--- config.mk ---
export PLATFORM = sky130hd
export DESIGN_NAME = uart_word_buffer
export DESIGN_NICKNAME = d
export VERILOG_FILES = /design/src/rtl/uart_word_buffer.sv
export SDC_FILE = /design/constraint.sdc
export NUM_CORES = 1
export LEC_CHECK = 0
export CAP_MARGIN = 40
export CELL_PAD_IN_SITES_DETAIL_PLACEMENT = 1
export CELL_PAD_IN_SITES_GLOBAL_PLACEMENT = 1
export CORE_ASPECT_RATIO = 1.75
export CORE_UTILIZATION = 47
export CTS_CLUSTER_DIAMETER = 150
export DETAILED_ROUTE_END_ITERATION = 16
export HOLD_SLACK_MARGIN = 0.02
export PLACE_DENSITY_LB_ADDON = 0.1
export SLEW_MARGIN = 30
export SYNTH_ARGS = -nofsm -noshare
export SYNTH_HDL_FRONTEND = slang
export SYNTH_SLANG_ARGS = --single-unit
--- constraint.sdc ---
create_clock -name clk -period 2.7 [get_ports clk]
set_clock_uncertainty 0.05 [all_clocks]
set_input_delay 0.81 -clock clk [delete_from_list [all_inputs] [get_ports clk]]
set_output_delay 0.81 -clock clk [all_outputs]
set_load 0.1 [all_outputs]
--- src/rtl/uart_word_buffer.sv ---
// uart_word_buffer
// ----------------
// Sits between the UART receiver/transmitter and the encoder/decoder
// datapath.
//
// RX path: received bytes are packed LSB-first into NUM_BYTES-byte words.
// Each completed word is queued in a DEPTH-entry FIFO. The consumer reads
// the FIFO through a valid/ready handshake. If a word completes while the
// FIFO is full and nothing is popped in that cycle, the word is dropped and
// the sticky overflow flag is set.
//
// TX path: a word is taken from a valid/ready producer and sent byte 0
// first to the UART transmitter. Each start pulse is paced on the
// transmitter's busy flag.
//
// Ports:
//   clk, rst_n          system clock, asynchronous active-low reset
//   clear               synchronous flush of both paths and overflow
//   rx_valid, rx_byte   one-cycle byte strobe from the receiver
//   word_out/valid/ready  FIFO head word and its handshake
//   fifo_count          words currently stored (0..DEPTH)
//   byte_count          bytes held in the partial word (0..NUM_BYTES-1)
//   overflow            sticky: a completed word was dropped
//   tx_word/valid/ready word handshake from the producer
//   tx_busy             transmitter busy flag
//   tx_start, tx_data   start pulse and byte to the transmitter

module uart_word_buffer #(
    parameter int NUM_BYTES = 4,
    parameter int DEPTH     = 4
) (
    input  logic                         clk,
    input  logic                         rst_n,
    input  logic                         clear,
    input  logic                         rx_valid,
    input  logic [7:0]                   rx_byte,
    output logic [8*NUM_BYTES-1:0]       word_out,
    output logic                         word_valid,
    input  logic                         word_ready,
    output logic [$clog2(DEPTH):0]       fifo_count,
    output logic [$clog2(NUM_BYTES):0]   byte_count,
    output logic                         overflow,
    input  logic [8*NUM_BYTES-1:0]       tx_word,
    input  logic                         tx_word_valid,
    output logic                         tx_word_ready,
    input  logic                         tx_busy,
    output logic                         tx_start,
    output logic [7:0]                   tx_data
);

    localparam int W  = 8 * NUM_BYTES;
    localparam int PW = $clog2(DEPTH);
    localparam int CW = PW + 1;
    localparam int BW = $clog2(NUM_BYTES) + 1;

    localparam logic [BW-1:0] LAST_BYTE = BW'(NUM_BYTES - 1);
    localparam logic [CW-1:0] FULL_CNT  = CW'(DEPTH);

    typedef enum logic [1:0] {
        TX_IDLE,
        TX_WAIT_FREE,
        TX_WAIT_BUSY,
        TX_WAIT_DONE
    } tx_state_t;

    // ------------------------------------------------------------------
    // RX packing
    // ------------------------------------------------------------------
    logic [W-1:0]  pack_reg;
    logic [W-1:0]  assembled;
    logic          last_byte;
    logic          push_req;
    logic          push_do;
    logic          pop;
    logic          full;

    logic [W-1:0]  mem [DEPTH];
    logic [PW-1:0] wr_ptr;
    logic [PW-1:0] rd_ptr;

    // The incoming byte is merged into its lane combinationally.
    // This lets the word that completes on the last byte be pushed into
    // the FIFO in the same cycle the byte arrives.
    always_comb begin
        assembled = pack_reg;
        for (int k = 0; k < NUM_BYTES; k++) begin
            if (byte_count == BW'(k)) begin
                assembled[8*k +: 8] = rx_byte;
            end
        end
    end

    assign last_byte = (byte_count == LAST_BYTE);
    assign full      = (fifo_count == FULL_CNT);
    assign word_valid = (fifo_count != '0);

    // clear wins over any same-cycle byte or pop.
    // A full FIFO still accepts a push when a pop happens in the same
    // cycle, because that pop frees the slot.
    assign push_req = rx_valid && last_byte && !clear;
    assign pop      = word_valid && word_ready && !clear;
    assign push_do  = push_req && (!full || pop);

    // Byte lane counter and partial-word register.
    // When a word completes, byte_count returns to zero even if the word
    // is dropped on overflow.
    always_ff @(posedge clk or negedge rst_n) begin
        if (!rst_n) begin
            byte_count <= '0;
            pack_reg   <= '0;
        end else if (clear) begin
            byte_count <= '0;
        end else if (rx_valid) begin
            pack_reg   <= assembled;
            byte_count <= last_byte ? '0 : byte_count + 1'b1;
        end
    end

    // FIFO pointers, occupancy and the sticky overflow flag.
    // DEPTH is a power of two, so the pointers wrap naturally.
    always_ff @(posedge clk or negedge rst_n) begin
        if (!rst_n) begin
            wr_ptr     <= '0;
            rd_ptr     <= '0;
            fifo_count <= '0;
            overflow   <= 1'b0;
        end else if (clear) begin
            wr_ptr     <= '0;
            rd_ptr     <= '0;
            fifo_count <= '0;
            overflow   <= 1'b0;
        end else begin
            if (push_do) begin
                wr_ptr <= wr_ptr + 1'b1;
            end
            if (pop) begin
                rd_ptr <= rd_ptr + 1'b1;
            end
            case ({push_do, pop})
                2'b10:   fifo_count <= fifo_count + 1'b1;
                2'b01:   fifo_count <= fifo_count - 1'b1;
                default: fifo_count <= fifo_count;
            endcase
            if (push_req && full && !pop) begin
                overflow <= 1'b1;
            end
        end
    end

    // Word storage needs no reset.
    // An entry is only visible after it has been written.
    always_ff @(posedge clk) begin
        if (push_do) begin
            mem[wr_ptr] <= assembled;
        end
    end

    assign word_out = word_valid ? mem[rd_ptr] : '0;

    // ------------------------------------------------------------------
    // TX serialiser
    // ------------------------------------------------------------------
    tx_state_t     state;
    tx_state_t     next_state;
    logic [W-1:0]  shift_reg;
    logic [BW-1:0] tx_idx;

    // State register.
    always_ff @(posedge clk or negedge rst_n) begin
        if (!rst_n) begin
            state <= TX_IDLE;
        end else begin
            state <= next_state;
        end
    end

    // Next-state logic.
    // Each byte passes through three steps:
    //   1. Wait for the transmitter to be free, then fire tx_start.
    //   2. Wait until the transmitter shows busy.
    //   3. Wait until busy drops again.
    // Waiting for busy to rise prevents a second start pulse from being
    // fired before the transmitter has reacted to the first one.
    always_comb begin
        next_state = state;
        if (clear) begin
            next_state = TX_IDLE;
        end else begin
            case (state)
                TX_IDLE:      if (tx_word_valid) next_state = TX_WAIT_FREE;
                TX_WAIT_FREE: if (!tx_busy)      next_state = TX_WAIT_BUSY;
                TX_WAIT_BUSY: if (tx_busy)       next_state = TX_WAIT_DONE;
                TX_WAIT_DONE: begin
                    if (!tx_busy) begin
                        next_state = (tx_idx == LAST_BYTE) ? TX_IDLE : TX_WAIT_FREE;
                    end
                end
                default:      next_state = TX_IDLE;
            endcase
        end
    end

    // Output logic.
    // Both outputs are gated by clear.
    // This stops a flushed cycle from looking like an accepted word or a
    // start pulse.
    always_comb begin
        tx_word_ready = (state == TX_IDLE) && !clear;
        tx_start      = (state == TX_WAIT_FREE) && !tx_busy && !clear;
    end

    // Shift register and byte index.
    // tx_data is loaded before entering TX_WAIT_FREE, so it already holds
    // the correct byte when tx_start fires. It then stays put until the
    // next byte is loaded.
    always_ff @(posedge clk or negedge rst_n) begin
        if (!rst_n) begin
            shift_reg <= '0;
            tx_idx    <= '0;
            tx_data   <= '0;
        end else if (clear) begin
            tx_idx    <= '0;
        end else if (state == TX_IDLE && tx_word_valid) begin
            tx_data   <= tx_word[7:0];
            shift_reg <= tx_word >> 8;
            tx_idx    <= '0;
        end else if (state == TX_WAIT_DONE && !tx_busy && tx_idx != LAST_BYTE) begin
            tx_data   <= shift_reg[7:0];
            shift_reg <= shift_reg >> 8;
            tx_idx    <= tx_idx + 1'b1;
        end
    end

endmodule

# Word level (Yosys, flattened, before mapping)
# Memory sizes are Yosys's and may differ from the RTL's.
# Cells that the tools add are included.
[classes] reduce_logical=31 div_mod_pow=0 bitwise=1 n_eq_ne=15 n_addsub=6 shifts=0 n_mux=32 mul=0 n_lt_le_gt_ge=0
[ops] operator="$mux W32" n=3
[ops] operator="$mux W8" n=6
[ops] operator="$mux W3" n=7
[ops] operator="$mux W2" n=9
[ops] operator="$logic_and A1 B1 Y1" n=13
[ops] operator="$ne A3 B3 Y1 const B" n=4
[ops] operator="$reduce_bool A2 Y1" n=5
[ops] operator="$add A3 B1 Y3 const B" n=3
[ops] operator="$eq A3 B2 Y1 const B" n=3
[ops] operator="$reduce_bool A3 Y1" n=3
[ops] operator="$pmux W2 S4" n=1
[ops] operator="$eq A2 B2 Y1 const B" n=3
[ops] operator="$pmux W3 S2" n=1
[ops] operator="$mux W1" n=5
[ops] operator="$add A2 B1 Y2 const B" n=2
[ops] operator="$eq A2 B1 Y1 const B" n=2
[ops] operator="$logic_not A1 Y1" n=4
[ops] operator="$reduce_and A2 Y1" n=2
[ops] operator="$reduce_and A4 Y1" n=1
[ops] operator="$eq A3 B1 Y1 const B" n=1
[ops] operator="$eq A3 B3 Y1 const B" n=1
[ops] operator="$logic_not A3 Y1" n=1
[ops] operator="$ne A3 B2 Y1 const B" n=1
[ops] operator="$sub A3 B1 Y3 const B" n=1
[ops] operator="3 further kinds" n=3
[totals] ram_bits=128 latch_bits=0 romBits=0 out_inout_bits=50 ff_bits=88 inputBits=47 mem_count=1
[mem_list] memory="mem" words=4 width=32 rd=1 rd_clocked_by_memory_dff=0 write_ports=1 line_no="77" source="logic [W-1:0] mem [DEPTH];"

# Depth between registers and ports, before layout
[logic_depth] ltp_word=8 mapped_depth=10 ltp_nobuf=8

# Worst setup path after synthesis
# No wires, ideal clock.
[synth_path] kind="input port to output port" startpoint="input port clear" endpoint="output port tx_start" n_path_buf=2 required_ns=1.840 path_slack_ns=-1.513 arrival_ns=3.353 cell_stages=3 path_cell_list="buf_6 clkbuf_1 nor3b_1"
[synth_between] elab_chain_len=2
[synth_lines] element="start: declaration" line_no="34" source="input logic clear,"
[synth_lines] element="$logic_not A1 Y1" line_no="209" source="tx_start = (state == TX_WAIT_FREE) && !tx_busy && !clear;"
[synth_lines] element="$logic_and A1 B1 Y1" line_no="209"
[synth_lines] element="end: declaration" line_no="47" source="output logic tx_start,"
# Every way passes these cells.

# Worst setup path after layout
[layout_path] startpoint="register rd_ptr[0]" endpoint="output port word_out[6]"
[layout_between] elab_chain_len=2
[layout_lines] element="start: declaration" line_no="79" source="logic [PW-1:0] rd_ptr;"
[layout_lines] element="start signal: assignment" line_no="137" source="rd_ptr <= rd_ptr + 1'b1;"
[layout_lines] element="$mem_v2 Z4 W32"
[layout_lines] element="$mux W32" line_no="158" source="assign word_out = word_valid ? mem[rd_ptr] : '0;"
[layout_lines] element="end: declaration" line_no="37" source="output logic [8*NUM_BYTES-1:0] word_out,"
# Every way passes these cells.

==> impl_results.md <==
* Status: complete, but fails checks
* Violated checks: setup timing
* Final HPWL DP at 13.7 mm
* Top fanout value on the critical path at 6
* Worst Path Required at 1840 ps
* Crit Path Category: register to output port
* Slew Viols, Final at 0
* Yosys top cell by area: edfxtp_1
* Mapped Cells at 570
* DIE HEIGHT at about 180 um
* Total number of vias at approximately 5300
* Seq/Total Area, Yosys at about 65%
* Layout area overhead at 30.5%
* Total global routing overflow at 0
* Synth Flop Type: edfxtp_1
* EDFF count, synth at approximately 130
* Boundary pin count at 97
* DIE AREA at just under 20000 um2
* Worst r2r path cells at 8
* Most common cell after layout, fill and taps aside: edfxtp_1
* #FFs+latches synth at between 200 and 250
* Syn avg cell area at 15.7 um2
* Reg2Reg Capture Point: fifo_count[2]$_DFFE_PN0P_
* Min Tclk post-route at a little under 3000 ps
* Worst-path clk slew at around 70 ps
* H-tree Lvls at 1
* First-pass GRT wire length at between 30 and 40 mm
* Post-place setup slack at -381 ps
* GR Layer Usage met3 at roughly 2.1%
* Final Cycle Share at 110%
* Total power at ~8900 uW
* Clock buffer depth at 3
* Largest register FFs at about 130
* Top cell type's share of synthesized area at between 40% and 50%
* Slew HR at 55.0%
* Cell area after synthesis at a little under 9000 um2
* Leak at approximately 0.0045 uW
* DRT Wirelength at approximately 21 mm
* Unrepaired setup endpoints after global routing: true
* # nets final at between 700 and 800
* Top post-synthesis cells by area: edfxtp_1 43%, dfrtp_1 22%, mux4_2 8.1%
* GRT busiest layer: met2
* Core Footprint at roughly 19000 um2
* Final GP Congestion at between 0.7 and 0.8
* Yosys cell types at 44
* Ys async rst share at 38.5%
* Number of diodes at 0
* Root Buffer Master: clkbuf_16
* Worst min-delay path class: input pin to async pin
* Iteration-0 DRC Markers at roughly 160
* Setup TNS at -6690 ps
* VDD IR max at a little under 0.0007 V
* Endpoints failing setup at 32
* Total number of yosys warnings at 0
* Routed Antenna Nets at 0
* Die X at around 110 um
* Worst r2r src: fifo_count[1]$_DFFE_PN0P_
* Vias in the first global route at between 5000 and 6000
* Met2 Resource Use GR at a little under half
* Starting density of the core at between 40% and 50%
* Worst setup margin at -257 ps
* Commonest non-fill, non-tap cells in the layout: 128 x edfxtp_1, 74 x dfrtp_1, 56 x mux2_2
* Wire length per cell at 22.3 um
* FILL cells at around 1700
* First-pass DRT Iterations at 4
* Largest net degree at the start of global routing at 50
* Sink Count at around 210
* CTS Buf Count at 19
* Pwr Density at ~760 nW/um2
* Initial antenna violation count at 0
* Layout cells sized above 1 at between 30% and 40%
* Net Count, Synth at between 600 and 700
* Register area at about 5900 um2
* Hold-fix buffers at CTS at 0
* Critical path endpoint category: output port
* Met1 Use GR at approximately 24%
* Vias per inst at ~5.5
* Critical Path Source Type: register
* Max Freq at approximately 0.34 GHz
* R2R setup slack at about 240 ps
* MaxCap Viol Count at 0
* Cell Count Post-Placement at 909
* Layout Cells excl Fill at 956
* DR DRC count at 0
* Endpoints failing hold at 0
* Gr usage total at 22.5%
* CTS tree: built
* Worst-Margin Slew at approximately 680 ps
* PortBufs at 96
* Multi-input logic area at 3010 um2
* Worst-skew pair later-pin latency at 490 ps
* CP arrival at between 2000 and 2500 ps
* Standard-cell rows at 66
## worst max-delay path: stages, from the launching register on
cell and delay, ps:
dfrtp_2 440, buf_4 150, buf_12 140, mux4_2 530
and2_4 190, buf_12 160
## layout make-up
class	count	area share (%)
clock inverters	9	0.847
flip-flops and latches	208	50.2
clock buffers	25	4.27
inverters	11	0.354
well taps	238	2.55
multi-input cells	321	25.8
repair buffers	144	16.0
## synthesized netlist by cell type, drive strengths merged, types with 2 or more instances
| library cell | number |
|---|---|
| a21oi | 29 |
| a22o | 8 |
| a31oi | 2 |
| and2 | 37 |
| and3 | 4 |
| buf | 18 |
| clkbuf | 12 |
| dfrtp | 80 |
| edfxtp | 128 |
| ha | 15 |
| inv | 10 |
| mux2 | 57 |
| mux2i | 28 |
| mux4 | 32 |
| nand2 | 36 |
| nand2b | 4 |
| nand3 | 5 |
| nor2 | 35 |
| nor2b | 3 |
| nor3 | 3 |
| nor3b | 3 |
| o211ai | 2 |
| o21ai | 2 |
| o22ai | 2 |
| or3 | 2 |
| or3b | 2 |
| xnor2 | 2 |
| xor2 | 2 |
## how the worst max path moves through the flow
stage | from | end | slack, ps
after detailed placement | clear | fifo_count[2]$_DFFE_PN0P_ | -380
after global routing | rd_ptr[0]$_DFFE_PN0P_ | word_out[6] | -300
final | rd_ptr[0]$_DFFE_PN0P_ | word_out[6] | -260
after floorplan | clear | tx_start | -150
after CTS | rd_ptr[0]$_DFFE_PN0P_ | word_out[31] | -270
after global placement | clear | fifo_count[2]$_DFFE_PN0P_ | -280
## through the flow
stage / hold WS (ps) / instance area, um2 / util (%)
2_1_floorplan: 390 / 9010 / -
3_5_place_dp: 412 / 10800 / 58.2
6_report: 303 / 11700 / 62.8
5_1_grt: 352 / 11700 / 62.8
3_3_place_gp: 402 / 10800 / 58.2
4_1_cts: 324 / 11600 / 62.6
## what timing repair did
| item | CTS | global route |
|---|---|---|
| resized for setup | 28 | 14 |
| setup endpoints to repair | 35 | 73 |
| pin swaps | 1 | 1 |
| gates cloned | 3 | 2 |
| setup buffers | 9 | 3 |
## cells by family after synthesis
| group | count (synthesis) | synth area share [%] |
|---|---|---|
| flops | 208 | 65.4 |
| simple gates | 136 | 7.89 |
| mux | 117 | 18.5 |
| compound gates | 48 | 3.32 |
| buf+inv | 41 | 2.21 |
| fa+ha+maj | 16 | 2.32 |
| xor+xnor | 4 | 0.392 |
## layer usage
metal | share of wire, % | routed length (um) | up-vias
met5 | 0 | 0 | -
met4 | 1.8 | 379 | 0
li1 | - | - | 2375
met3 | 3.0 | 639 | 27
met2 | 59 | 12600 | 114
met1 | 36 | 7660 | 2742
## where the power goes
part	total, uW	internal, uW	switching [uW]
combinational	2190	845	1350
clock	2630	1500	1130
sequential	4080	3860	219
total	8900	6200	2700
Note: power is estimated with default switching activity, not from simulation.
